<file path="src/rtl/time_set_ctrl.sv">
// time_set_ctrl: keypad-driven HHMMSS time-setting controller.
// Collects six BCD digits with per-digit range checks, then issues a
// one-cycle binary load of hour/minute/second into the time counters.
// Optional feature macro: TIME_SET_PRELOAD_EN. When it is defined, SET
// preloads the buffer from Cur_H/M/S, digits overwrite, and CONFIRM is
// accepted at any cursor position.
module time_set_ctrl #(
  parameter int unsigned TIMEOUT_CYCLES = 500000000
) (
  input  logic        Clk,
  input  logic        Rst_n,
  input  logic        Key_flag,
  input  logic [3:0]  Key_Value,
`ifdef TIME_SET_PRELOAD_EN
  input  logic [4:0]  Cur_H,
  input  logic [5:0]  Cur_M,
  input  logic [5:0]  Cur_S,
`endif
  output logic        Edit_active,
  output logic [2:0]  Digit_pos,
  output logic [23:0] Edit_buf,
  output logic        Load_valid,
  output logic [4:0]  Load_H,
  output logic [5:0]  Load_M,
  output logic [5:0]  Load_S,
  output logic        Err_pulse
);

  localparam logic [3:0]  KEY_SET     = 4'd10;
  localparam logic [3:0]  KEY_BS      = 4'd11;
  localparam logic [3:0]  KEY_CONFIRM = 4'd12;
  localparam logic [3:0]  KEY_CANCEL  = 4'd13;
  localparam logic [31:0] CNT_LAST    = 32'(TIMEOUT_CYCLES - 1);

  typedef enum logic [1:0] {S_IDLE, S_EDIT, S_COMMIT} state_t;

  state_t      state_q, state_nx;
  logic [2:0]  pos_nx;
  logic [23:0] ebuf_nx;
  logic [31:0] cnt_q, cnt_nx;
  logic        err_nx;
  logic        digit_ok;
  logic [23:0] set_value;

  // Replace the nibble at cursor position pos (0 = H1 in bits [23:20]).
  function automatic logic [23:0] put_nibble(input logic [23:0] b,
                                             input logic [2:0]  pos,
                                             input logic [3:0]  val);
    logic [23:0] r;
    r = b;
    for (int i = 0; i < 6; i++)
      if (3'(i) == pos) r[(5-i)*4 +: 4] = val;
    return r;
  endfunction

  // Two BCD digits to binary.
  function automatic logic [6:0] bcd2bin(input logic [3:0] tens,
                                         input logic [3:0] ones);
    return 7'(tens) * 7'd10 + 7'(ones);
  endfunction

`ifdef TIME_SET_PRELOAD_EN
  // Binary 0..59 to two BCD digits by repeated compare-subtract of 10.
  function automatic logic [7:0] to_bcd(input logic [5:0] v);
    logic [5:0] r;
    logic [3:0] t;
    r = v;
    t = 4'd0;
    for (int i = 0; i < 5; i++)
      if (r >= 6'd10) begin
        r = r - 6'd10;
        t = t + 4'd1;
      end
    return {t, r[3:0]};
  endfunction

  assign set_value = {to_bcd({1'b0, Cur_H}), to_bcd(Cur_M), to_bcd(Cur_S)};
`else
  assign set_value = 24'd0;
`endif

  // Per-position digit range check; the H0 limit depends on the H1 nibble.
  always_comb begin
    digit_ok = 1'b0;
    case (Digit_pos)
      3'd0:    digit_ok = (Key_Value <= 4'd2);
      3'd1:    digit_ok = (Edit_buf[23:20] == 4'd2) ? (Key_Value <= 4'd3) : 1'b1;
      3'd2:    digit_ok = (Key_Value <= 4'd5);
      3'd3:    digit_ok = 1'b1;
      3'd4:    digit_ok = (Key_Value <= 4'd5);
      3'd5:    digit_ok = 1'b1;
      default: digit_ok = 1'b0;
    endcase
  end

  // Next-state, edit buffer, cursor, inactivity counter and error decode.
  always_comb begin
    // NOTE: every variable gets a default first so no path leaves it unassigned (no latch).
    state_nx = state_q;
    pos_nx   = Digit_pos;
    ebuf_nx  = Edit_buf;
    cnt_nx   = cnt_q;
    err_nx   = 1'b0;
    case (state_q)
      S_IDLE: begin
        cnt_nx = 32'd0;
        if (Key_flag && Key_Value == KEY_SET) begin
          state_nx = S_EDIT;
          ebuf_nx  = set_value;
          pos_nx   = 3'd0;
        end
      end
      S_EDIT: begin
        if (Key_flag) begin
          // A key always wins over a timeout on the same edge.
          cnt_nx = 32'd0;
          if (Key_Value <= 4'd9) begin
            if (Digit_pos < 3'd6 && digit_ok) begin
              ebuf_nx = put_nibble(Edit_buf, Digit_pos, Key_Value);
              pos_nx  = Digit_pos + 3'd1;
            end else begin
              err_nx = 1'b1;
            end
          end else begin
            case (Key_Value)
              KEY_SET: begin
                ebuf_nx = set_value;
                pos_nx  = 3'd0;
              end
              KEY_BS: begin
                if (Digit_pos != 3'd0) begin
                  pos_nx = Digit_pos - 3'd1;
`ifndef TIME_SET_PRELOAD_EN
                  ebuf_nx = put_nibble(Edit_buf, Digit_pos - 3'd1, 4'd0);
`endif
                end
              end
              KEY_CONFIRM: begin
`ifdef TIME_SET_PRELOAD_EN
                state_nx = S_COMMIT;
`else
                if (Digit_pos == 3'd6) state_nx = S_COMMIT;
                else                   err_nx   = 1'b1;
`endif
              end
              KEY_CANCEL: state_nx = S_IDLE;
              default: ;
            endcase
          end
        end else if (cnt_q == CNT_LAST) begin
          state_nx = S_IDLE;
          cnt_nx   = 32'd0;
        end else begin
          cnt_nx = cnt_q + 32'd1;
        end
      end
      S_COMMIT: begin
        // Keys arriving here are dropped.
        state_nx = S_IDLE;
        cnt_nx   = 32'd0;
      end
      default: state_nx = S_IDLE;
    endcase
  end

  // Control state, edit buffer, cursor, counter and registered flags.
  always_ff @(posedge Clk or negedge Rst_n) begin
    if (!Rst_n) begin
      state_q     <= S_IDLE;
      Digit_pos   <= 3'd0;
      Edit_buf    <= 24'd0;
      cnt_q       <= 32'd0;
      Err_pulse   <= 1'b0;
      Edit_active <= 1'b0;
    end else begin
      // NOTE: non-blocking assignments so every register samples pre-edge values.
      state_q     <= state_nx;
      Digit_pos   <= pos_nx;
      Edit_buf    <= ebuf_nx;
      cnt_q       <= cnt_nx;
      Err_pulse   <= err_nx;
      Edit_active <= (state_nx == S_EDIT);
    end
  end

  // Load strobe and binary time values, captured on the cycle after COMMIT.
  always_ff @(posedge Clk or negedge Rst_n) begin
    if (!Rst_n) begin
      Load_valid <= 1'b0;
      Load_H     <= 5'd0;
      Load_M     <= 6'd0;
      Load_S     <= 6'd0;
    end else if (state_q == S_COMMIT) begin
      Load_valid <= 1'b1;
      Load_H     <= 5'(bcd2bin(Edit_buf[23:20], Edit_buf[19:16]));
      Load_M     <= 6'(bcd2bin(Edit_buf[15:12], Edit_buf[11:8]));
      Load_S     <= 6'(bcd2bin(Edit_buf[7:4],   Edit_buf[3:0]));
    end else begin
      Load_valid <= 1'b0;
    end
  end

endmodule

</file>
<file path="config.mk">
export PLATFORM = sky130hd
export DESIGN_NAME = time_set_ctrl
export DESIGN_NICKNAME = d
export VERILOG_FILES = /design/src/rtl/time_set_ctrl.sv
export SDC_FILE = /design/constraint.sdc
export NUM_CORES = 1
export LEC_CHECK = 0
export CAP_MARGIN = 20
export CORE_UTILIZATION = 45
export DETAILED_ROUTE_END_ITERATION = 10
export GPL_TIMING_DRIVEN = 0
export PLACE_DENSITY = 0.71
export SLEW_MARGIN = 25
export SYNTH_ARGS = -nofsm -noshare
export SYNTH_HDL_FRONTEND = slang
export SYNTH_SLANG_ARGS = --single-unit
</file>
<file path="constraint.sdc">
create_clock -name Clk -period 2.4 [get_ports Clk]
set_clock_uncertainty 0.15 [all_clocks]
set_input_delay 0.36 -clock Clk [delete_from_list [all_inputs] [get_ports Clk]]
set_output_delay 0.36 -clock Clk [all_outputs]
set_load 0.02 [all_outputs]
</file>
==> reports/summary.md <==
• status: finished with violations
• violated checks: negative setup slack
• total placed cells including tap cells: 685
• largest net degree at the start of global routing: 54
• max-cap violation count: 0
• top-count cell post-synth: dfrtp_1
• Synth Register Bits: 81
• largest area contributor in the synthesized netlist: dfrtp_1
• worst path arrival time: 2.52 ns
• Max transition margin: 0.495
• LEAKAGE: 2.53 nW
• growth of design area from synthesis to finish: 25.8%
• drt first-iter violations: 277
• Port Buf Inserts: 51
• Final Hold Viols: 0
• syn avg cell area: 9.60 sq um
• number of nets produced by synthesis: 531
• Worst VDD drop: 0.622 mV
• number of instances in the synthesized netlist: 497
• diode count: 0
• nature of the critical path startpoint: flip-flop
• total grt overflow: 0
• number of design rule violations left after detail routing: 0
• Fill cells: 884
• most common flop cell mapped by yosys: dfrtp_1
• via count: 4437
• # rows: 37
• summed instance area of the synthesized netlist: 4770 sq um
• min Tclk post-route: 2.42 ns
• final wirelength: 13200 microns
• reg-to-reg slack, setup: -0.02 ns
• clock transition at the register clock pins on the worst setup and hold paths after CTS: 0.09 ns
• final worst path period share: 1.01
• count of antenna-violating nets left after detailed routing: 0
• GPL Wtd Cong: 0.903
• Crit Path Max Fanout: 6
• slowest cell delay on critical path: 0.47 ns
• WP data required: 2.51 ns
• Post-DP Area: 5490 sq um
• first-pass GRT wire length: 21100 microns
• most frequent cells after synthesis: dfrtp_1, nand2_1, o21ai_0, a21oi_1, ha_1
• Clk Latency, worst-skew pair: 0.37 ns
• main area contributors after synthesis: dfrtp_1, ha_1, nand2_1
• final standard cell count with taps included and fillers excluded: 714
• net total in the final layout: 607
• CP max stage cell: or4_4
• CTS max path bufs: 2
• area fraction of the dominant cell type after synthesis: 0.425
• total power consumption of the routed design: 3.90 mW
• CTS tree: yes
• measured slew at the worst slew-check pin: 0.750 ns
• cells along the critical path: ha_4 > nand3_4 > or4_4 > o31a_1 > buf_6 > and3_1 > a211o_1
• power per cell area: 649 nW/um^2
• Clock H-tree levels: 3
• DP Wirelength: 9020 microns
• maximum clock rate: 414 MHz
• global-route total usage across every layer: 0.244
• setup repair after global routing missed its margin: yes
• via density per instance: 6.21
• clock root buffer master: clkbuf_8
• classification of the worst-slack hold path: in -> async
• total clock buffers created by CTS: 9
• area inside the core boundary: 10300 sq um
• Post-Layout Inst Area: 6010 sq um
• share of final-layout standard cells stronger than drive strength 1: 0.138
• async set-or-reset flop fraction in the synthesized netlist: 1.00
• die width: 105 microns
• Ys Warns: 0
• share of the yosys chip area belonging to registers: 0.425
• IO Count: 54
• number of library cell types mapped by synthesis: 61
• number of iterations in the first detailed-routing pass: 5
• Worst Path Class, Setup: reg -> reg
• worst-case setup slack after placement: -0.690 ns
• Finish-stage setup viols: 3
• vertical extent of the die: 105 microns
• Pins Over Slew Limit: 0
• setup slack after layout: -0.0173 ns
• count of flip-flops with a built-in enable after synthesis: 0
• number of sinks handled by clock tree synthesis: 81
• area of the die: 11000 sq um
• starting utilization of the core area: 0.462
• initial antenna violation count: 0
• worst hold margin: 0.307 ns
• post-detailed-route wirelength per cell: 18.4 microns
• Worst setup EP type: flip-flop
• vias in the first global route: 4104
## power by group
part	internal, mW	total, mW	leakage [nW]	switching [mW]
combinational	0.521	1.25	1.29	0.724
clock	0.597	1.16	0.115	0.563
sequential	1.42	1.49	1.12	0.0742
total	2.53	3.90	2.53	1.36
## metrics by stage
stage	utilization	TNS (ns)
after CTS	0.564	0
final	0.582	-0.0281
after detailed placement	0.531	-19.22
after floorplan	-	0
after global routing	0.582	-1.32
after global placement	0.529	-182.35
## layer usage
layer	track usage	routed length, microns	vias up
met2	0.384	6240	161
met4	0.0915	172	0
met3	0.0331	733	14
li1	-	-	2030
met5	0	0	-
met1	0.341	6010	2232
## path summary, 6_finish.rpt
check,cells after the start,to,startpoint
setup reg to reg,7,cnt_q[11],cnt_q[1]
setup / recovery,7,cnt_q[11],cnt_q[1]
min in group Clk,2,Load_S[3],Load_S[3]
max in group asynchronous,3,cnt_q[23],Rst_n
hold reg to reg,2,Load_S[3],Load_S[3]
hold / removal,2,Load_S[5],Rst_n
## area by class of cell
class                           instances  area, sq um  area share
Buffer                                 24          134      0.0223
Clock buffer                            9          124      0.0206
Clock inverter                          7          100      0.0167
Inverter                               21         83.8      0.0140
Multi-Input combinational cell        370         2710       0.451
Sequential cell                        81         2030       0.338
Tap cell                              136          170      0.0283
Timing Repair Buffer                   66          658       0.110
## layout by cell type, fill, tap and decap left out, types with 5 or more instances in the layout
master	Yosys	routed
a21oi_1	26	22
a22o_1	8	8
a31oi_1	19	18
a32o_1	15	15
and3_1	16	16
buf_2	2	6
buf_4	1	13
clkbuf_1	18	13
clkbuf_8	0	9
clkdlybuf4s50_1	0	50
dfrtp_1	81	79
ha_1	24	21
inv_1	21	19
mux2_2	7	7
nand2_1	51	50
nand2b_1	9	8
nand3_1	19	18
nand4_1	9	9
nor2_1	18	16
nor2b_1	7	6
nor3_1	6	6
o211ai_1	8	8
o21ai_0	32	31
o2bb2ai_1	5	5
or4_1	5	5
xnor2_1	7	7
xor2_1	8	8
## kinds of logic (layout without fill, tap and decap cells)
family / Yosys count / count (layout) / share of synthesized area
AO/OA/AOI/OAI: 153 / 153 / 0.227
XOR/XNOR: 15 / 15 / 0.0275
adder cells (fa/ha/maj): 27 / 27 / 0.0755
buffers and inverters: 46 / 127 / 0.0406
flip-flops: 81 / 81 / 0.425
multiplexers: 10 / 10 / 0.0228
AND/OR/NAND/NOR: 165 / 165 / 0.182
## worst max-delay path, delay by kind of cell, from the launching register on
kind | cells | cell delay (ns)
flops | 1 | 0.44
simple gates | 3 | 0.74
fa+ha+maj | 1 | 0.19
compound gates | 2 | 0.60
buf+inv | 1 | 0.17
## flip-flops by register name (all words and copies together), names as in the netlist, 2 cells and up
register	flops
Digit_pos	3
Edit_buf	24
Load_H	5
Load_M	6
Load_S	6
cnt_q	32
state_q	2
## timing repair
action                                  CTS  global route
pin swaps                                 5             9
hold buffers                              1             0
endpoints found under the setup margin   59            53
setup buffers                             6             5
cloned                                    0             2
hold endpoints to repair                 28             0
resized for setup                        15            34
(Power assumes the default switching activity.)
